==> config.mk <==
export PLATFORM = sky130hd
export DESIGN_NAME = data_memory_lsu
export DESIGN_NICKNAME = d
export VERILOG_FILES = /design/src/rtl/data_memory_lsu.sv
export SDC_FILE = /design/constraint.sdc
export NUM_CORES = 2
export LEC_CHECK = 0
export CORE_ASPECT_RATIO = 0.7
export CORE_MARGIN = 2
export CORE_UTILIZATION = 35
export CTS_CLUSTER_SIZE = 28
export DETAILED_ROUTE_END_ITERATION = 12
export SETUP_SLACK_MARGIN = 0.02
export SLEW_MARGIN = 25
export SYNTH_ARGS = -nofsm -noshare
export SYNTH_HDL_FRONTEND = slang
export SYNTH_SLANG_ARGS = --single-unit
export TNS_END_PERCENT = 20
==> constraint.sdc <==
create_clock -name clk -period 7.5 [get_ports clk]
set_input_delay 1.125 -clock clk [delete_from_list [all_inputs] [get_ports clk]]
set_output_delay 1.125 -clock clk [all_outputs]
set_load 0.01 [all_outputs]
==> src/rtl/data_memory_lsu.sv <==
// Word-organised data memory with RISC-V load/store lane handling and a clear-on-reset sweep.
// Latency: stores commit at the sampling edge; load data, read_valid and fault flags are registered, 1 cycle.
// Backpressure: ready is low during the clear sweep, and requests made then are dropped without side effects.
module data_memory_lsu #(
  parameter int DEPTH_BYTES    = 512,
  parameter bit CLEAR_ON_RESET = 1'b1
) (
  input  logic        clk,
  input  logic        reset,
  input  logic [31:0] address,
  input  logic [31:0] write_data,
  input  logic        write_enable,
  input  logic        read_enable,
  input  logic [2:0]  funct3,
  output logic [31:0] read_data,
  output logic        read_valid,
  output logic        ready,
  output logic        misaligned,
  output logic        access_fault
);

  localparam int AW    = $clog2(DEPTH_BYTES);
  localparam int IW    = AW - 2;
  localparam int WORDS = DEPTH_BYTES / 4;

  typedef enum logic {
    ST_CLEAR = 1'b0,
    ST_READY = 1'b1
  } state_t;

  state_t        state;
  state_t        state_nxt;
  logic [IW-1:0] clear_ptr;
  logic [IW-1:0] clear_ptr_nxt;
  logic          clear_we;

  logic [31:0]   mem [WORDS];

  logic [1:0]    lane;
  logic [IW-1:0] word_idx;
  logic          req;
  logic          f3_illegal;
  logic          out_of_range;
  logic          unaligned;
  logic          flag_fault;
  logic          flag_mis;
  logic          access_ok;
  logic          do_store;
  logic          do_load;
  logic [3:0]    store_strb;
  logic [31:0]   store_wdat;
  logic [31:0]   rd_word;
  logic [7:0]    rd_byte;
  logic [15:0]   rd_half;
  logic [31:0]   load_ext;

  // State register; reset restarts the sweep from word 0 (or skips it).
  always_ff @(posedge clk) begin
    if (reset) begin
      state     <= CLEAR_ON_RESET ? ST_CLEAR : ST_READY;
      clear_ptr <= '0;
    end else begin
      state     <= state_nxt;
      clear_ptr <= clear_ptr_nxt;
    end
  end

  // Next state: sweep one word per cycle, move to READY after the last word.
  always_comb begin
    state_nxt     = state;
    clear_ptr_nxt = clear_ptr;
    clear_we      = 1'b0;
    case (state)
      ST_CLEAR: begin
        clear_we      = 1'b1;
        clear_ptr_nxt = clear_ptr + IW'(1);
        if (clear_ptr == IW'(WORDS - 1)) begin
          state_nxt = ST_READY;
        end
      end
      default: begin
        state_nxt = state;
      end
    endcase
  end

  assign ready    = (state == ST_READY);
  assign lane     = address[1:0];
  assign word_idx = address[AW-1:2];

  // Request qualification and fault priority: illegal funct3, then range, then alignment.
  always_comb begin
    req          = (write_enable | read_enable) & ready;
    // 100/101 are load-only encodings, so any store (including a combined
    // load+store) with them is illegal and suppresses both halves.
    f3_illegal   = (funct3 == 3'b011) | (funct3[2:1] == 2'b11) |
                   (write_enable & funct3[2]);
    out_of_range = (address >= 32'(DEPTH_BYTES));
    unaligned    = ((funct3[1:0] == 2'b01) & lane[0]) |
                   ((funct3[1:0] == 2'b10) & (lane != 2'b00));
    flag_fault   = req & (f3_illegal | out_of_range);
    flag_mis     = req & ~f3_illegal & ~out_of_range & unaligned;
    access_ok    = req & ~f3_illegal & ~out_of_range & ~unaligned;
    do_store     = access_ok & write_enable;
    do_load      = access_ok & read_enable;
  end

  // Store lane strobes and data replicated onto every lane the size can hit.
  always_comb begin
    store_strb = 4'b1111;
    store_wdat = write_data;
    case (funct3[1:0])
      2'b00: begin
        store_strb = 4'b0001 << lane;
        store_wdat = {4{write_data[7:0]}};
      end
      2'b01: begin
        store_strb = lane[1] ? 4'b1100 : 4'b0011;
        store_wdat = {2{write_data[15:0]}};
      end
      default: begin
        store_strb = 4'b1111;
        store_wdat = write_data;
      end
    endcase
  end

  // Single write port: the sweep and stores never overlap since stores need READY.
  always_ff @(posedge clk) begin
    if (!reset) begin
      if (clear_we) begin
        mem[clear_ptr] <= '0;
      end else if (do_store) begin
        for (int i = 0; i < 4; i++) begin
          if (store_strb[i]) begin
            mem[word_idx][8*i +: 8] <= store_wdat[8*i +: 8];
          end
        end
      end
    end
  end

  // Load lane select and sign/zero extension from the current (pre-store) word.
  always_comb begin
    rd_word  = mem[word_idx];
    rd_byte  = rd_word[{lane, 3'b000} +: 8];
    rd_half  = lane[1] ? rd_word[31:16] : rd_word[15:0];
    load_ext = rd_word;
    case (funct3)
      3'b000:  load_ext = {{24{rd_byte[7]}}, rd_byte};
      3'b100:  load_ext = {24'h0, rd_byte};
      3'b001:  load_ext = {{16{rd_half[15]}}, rd_half};
      3'b101:  load_ext = {16'h0, rd_half};
      default: load_ext = rd_word;
    endcase
  end

  // Registered response; read_data holds between loads, pulses clear each cycle.
  always_ff @(posedge clk) begin
    if (reset) begin
      read_data    <= '0;
      read_valid   <= 1'b0;
      misaligned   <= 1'b0;
      access_fault <= 1'b0;
    end else begin
      read_valid   <= do_load;
      misaligned   <= flag_mis;
      access_fault <= flag_fault;
      if (do_load) begin
        read_data <= load_ext;
      end
    end
  end

endmodule

### Yosys cells after proc, flatten, opt, wreduce, memory -nomap -nowiden

Memory sizes are Yosys's and may differ from the RTL's.
Index checks and enable logic that the tools add are counted.
W data, S select, Z words.

* output and inout bits: 36
* input port bits: 71
* bits in writable memories: 4096
* memories kept: 1
* bits in registers: 43
* word-level logic and storage cells: 75

* bitwise operators: 19
* shifts and indexed selects: 2
* mux-type cells: 33
* $add $sub $neg: 1
* reduce and logical (&&, ||, !) cells: 4
* eq/ne operators: 8
* $lt $le $gt $ge: 1

Memories
* mem: words 128, bits a word 32, rd ports 1, clocked after Yosys merged registers in 0, write ports 1, line 37 `logic [31:0] mem [WORDS];`

Operators by type and width (number)
* $pmux W32 S4: 1
* $pmux W32 S2: 1
* $ge A32 B10 Y1 const B: 1
* $mux W32: 1
* $reduce_or A32 Y1: 1
* $shiftx A32 B6 Y8: 1
* $mux W1: 25
* $mux W16: 1
* $and A1 B1 Y1: 11
* $mux W4: 2
* $pmux W4 S2: 1
* $add A7 B1 Y7 const B: 1
* $eq A7 B7 Y1 const B: 1
* $mux W7: 1
* $eq A3 B3 Y1 const B: 2
* $or A1 B1 Y1: 5
* $eq A2 B2 Y1 const B: 2
* $shl A1 B2 Y4 const A: 1
* $eq A3 B1 Y1 const B: 1
* $eq A3 B2 Y1 const B: 1
* $logic_not A3 Y1: 1
* $not A1 Y1: 3
* $eq A2 B1 Y1 const B: 1
* $logic_not A2 Y1: 1
* $reduce_bool A2 Y1: 1

### Longest topological paths before layout

* depth in word-level cells: 14
* gate-level depth with buffers: 18
* depth with buffers taken out: 9

### Worst setup path after synthesis

OpenSTA, ideal clock, no wires.

* path kind: input-to-reg
* from: in funct3[0]
* to: mem mem[0][14] (data pin)
* path slack: 0.526 ns
* required time: 6.610 ns
* stages on the path: 9
* buffers on the path: 3
* setup time: 0.890 ns
* arrival: 6.084 ns
* path through: clkbuf_1 -> o21ai_0 -> nand4_1 -> nor3_1 -> and3_1 -> nand3_1 -> clkbuf_1 -> buf_1 -> a21oi_1

* longest elaborated chain between the ends: 14
* elaborated cells on any way between the ends: 39
* those cells by class: eq/ne (3); mux (23); bitwise (11); reduce/logical (2)

Ends and longest elaborated chain
* start: declaration: line 14 `input logic [2:0] funct3,`
* $eq A3 B2 Y1: line 96 `f3_illegal = (funct3 == 3'b011) | (funct3[2:1] == 2'b11) |`
* $or A1 B1 Y1 (2 in a row): line 96
* $not A1 Y1: line 103 `access_ok = req & ~f3_illegal & ~out_of_range & ~unaligned;`
* $and A1 B1 Y1 (3 in a row): line 103
* $and A1 B1 Y1: line 104 `do_store = access_ok & write_enable;`
* $mux W1: line 133 `end else if (do_store) begin`
* $mux W1: line 131 `if (clear_we) begin`
* $mux W1: line 130 `if (!reset) begin`
* $mux W1 (not written as such): line 136 `mem[word_idx][8*i +: 8] <= store_wdat[8*i +: 8];`
* $reduce_or A32 Y1 (no source line)
* $mux W32 (no source line) *
* end: declaration: line 37

Mark *: on every way between the ends. The rest lies on a longest branch, timed or not.

### Worst setup path after layout

* from: in address[0]
* to: mem mem[68][1], enable pin

* longest elaborated chain between the ends: 12
* elaborated cells on any way between the ends: 35
* those cells by class: order compare (1); shift (1); mux (23); bitwise (8); reduce/logical (2)

Ends and longest elaborated chain
* start: declaration: line 10 `input logic [31:0] address,`
* branches (longest 12 deep; another with $ge A32 B10 Y1)

Several ways; the timed one is not identified.

==> results.toml <==
[clock_tree]
clk_pin_slew_ps = 60
root_buffer = "clkbuf_16"
clock_latency_ps = 960
numCtsBuffers = 362
cts.path.max_buffers = 4
cts_tree = "yes"
cts_setup_buffers = 0
htreeDepth = 5
cts_hold_buf = 0
cts_sinks = 4139
ctsResizeCount = 0

[finish]
nNetsFinal = 7858
multi_input_area_mm2 = 0.0357
seq_area_mm2 = 0.124
mostFrequentLayoutCells = "4096 x edfxtp_1, 1091 x mux4_2, 616 x nor2_1, 371 x clkbuf_16, 265 x mux2i_1"
final_util_pct = 39.8
areaGrowthSynthToFinish_pct = 12.9
fillerInstances = 39900
layout_commonest_cell = "edfxtp_1"
layout-drive-gt1-share_pct = 24.8

[detailed_routing]
post_drt_via_cell_ratio = 5.73
met2WireLength_um = 191000
dr_wl_met3_um = 54100
num_vias = 81200
drc = 0
top_layer_used = "met5"
routed_wl_um = 448000
dr.pass1.iters = 7
wl_met1_um = 191000
antenna_left = 0
wl_per_cell_um = 31.6
drtIter0Drc = 12700

[power_and_ir_drop]
p_per_area_mw_per_mm2 = 252
p_leak_nw = 56.6
ir_drop_mv = 0.207

[timing]
grt_setup_unrepaired = "false"
fin_crit_ps = 5750
hold_viol_final = 0
slew_violations = 0
setup_tns_ps = 0
clock_skew_ps = 50.2
slew_headroom_pct = 23.6
tightest_slew_ps = 1140
setup_viol_count_final = 0
clock.fmax_ghz = 0.174
timing.final.crit_share_pct = 76.6

[hold_path]
hp-class = "reg -> reg"

[grt]
antenna_found_initial = 24
grt_pass1_vias = 79100
grt_start_max_net_pins = 129
grt-ovfl-total = 0
grt_pass1_wl_um = 628000
track_usage_pct = 18.6

[die]
start_util_pct = 35.2
io_pins = 107
fp-row-count = 208
die-height_um = 573
coreArea_mm2 = 0.459
die_area_mm2 = 0.468
die_x_um = 816

[placement]
gp_congestion = 0.858
dp_hpwl_um = 283000
port_buffers = 106

[logic_synthesis]
synth_edf_count = 4096
synth.avg_cell_area_um2 = 21.5
synthArstFlopShare_pct = 0
synth.distinct_cells = 70
yosys_most_used_dff = "edfxtp_1"
synth_nets = 7601
syn_area_mm2 = 0.162
ys_seq_area_share_pct = 76.6
syn_inst = 7529
ys_ff_latch = 4139
yosys_warnings = 0

[status]
outcome = "completed"

[critical_path]
cp-end-kind = "flip-flop"
path_buf_inv = 2
crit_chain = "clkdlybuf4s50_1 -> or2_2 -> a31oi_1 -> and3_1 -> nand3_4 -> o31ai_1 -> nand2_1 -> buf_4 -> nor2_1"
criticalPathCategory = "in -> reg"
max_stage_delay_ps = 1040
startpoint_type = "input pin"
required_ps = 8070
crit_fanout = 28
slowest_stage = "o31ai_1"
path_delay_family = "simple AND/OR/NAND/NOR gates"
cp.arrival_ps = 6320

[flow_run]
max-cap-violations = 0
-- cell type report --
class                           count  area share, %
Sequential cell                  4139           67.8
Multi-Input combinational cell   2921           19.5
Clock buffer                      444           5.23
Tap cell                         6090           4.17
Timing Repair Buffer              357           1.92
Clock inverter                    210           1.29
Antenna cell                        9         0.0123
Inverter                            5         0.0116
-- synth_stat cells, types with 13 or more instances --
cell / count / area [µm²]
or3_1: 15 / 93.8
a21oi_1: 85 / 425
nand4_1: 18 / 113
nor2_1: 635 / 2380
and2_1: 15 / 93.8
nor2b_1: 18 / 113
dfxtp_1: 43 / 861
buf_2: 133 / 666
nand3_1: 66 / 330
mux2_2: 47 / 529
o31ai_1: 13 / 97.6
o211ai_1: 15 / 113
nand2b_1: 13 / 81.3
a31oi_1: 35 / 219
o221ai_1: 17 / 149
buf_6: 41 / 462
mux2i_1: 266 / 2660
edfxtp_1: 4096 / 123000
clkbuf_1: 160 / 601
nor3_1: 17 / 85.1
buf_1: 48 / 180
nand2_1: 246 / 923
buf_4: 78 / 586
a211oi_1: 13 / 97.6
a22oi_1: 59 / 443
o21ai_0: 56 / 280
mux4_2: 1091 / 24600
a32oi_1: 26 / 228
a221oi_1: 20 / 175
o22ai_1: 28 / 175
-- tightest hold or removal path, stage by stage, from the launching register on --
cell	delay (ps)
dfxtp_1	310
nor2_1	90
nor3_1	50
-- power by group --
group          switching, mW  internal [mW]
Sequential            0.0113           25.0
Clock                   8.51           10.8
Combinational           1.15          0.599
Total                   9.67           36.4
-- layer usage --
layer	global-route usage, %	up-vias
met5	0	-
met4	4.60	10
met3	5.15	607
met2	26.2	4805
met1	28.6	43800
li1	-	31900
-- path summary, 6_finish.rpt --
kind / startpoint / to / slack (ps) / cells past startpoint
hold reg to reg: read_data[3] / read_data[3] / 490 / 2
hold / removal: read_data[3] / read_data[3] / 490 / 2
setup reg to reg: ready / mem[68][1] / 2200 / 6
setup / recovery: address[0] / mem[68][1] / 1750 / 9
-- cells by family after synthesis --
kind of cell             Yosys count  synth area share, %
AO/OA/AOI/OAI                    414                 1.77
flip-flops                      4139                 76.6
adder cells (fa/ha/maj)            1              0.00774
AND/OR/NAND/NOR                 1097                 2.86
buffers and inverters            469                 1.59
XOR/XNOR                           5               0.0271
multiplexers                    1404                 17.2
-- state kept, by name, summed over array words and instances, names as in the netlist --
signal        cells
clear_ptr         7
mem            4096
read_valid        1
read_data        32
ready             1
access_fault      1
misaligned        1
-- per-stage QoR --
stage / setup slack (ps) / area [µm²] / cells / hold WS, ps / power (mW)
4_1_cts: 2050 / 183000 / 14200 / 471 / 46.3
3_3_place_gp: 1040 / 171000 / 13500 / 485 / 27.3
5_1_grt: 1850 / 183000 / 14200 / 528 / 47.2
6_report: 1750 / 183000 / 14200 / 494 / 46.1
2_1_floorplan: 526 / 162000 / 7529 / 504 / 26.6
3_5_place_dp: 1020 / 171000 / 13500 / 490 / 27.3
(Power assumes the default switching activity.)
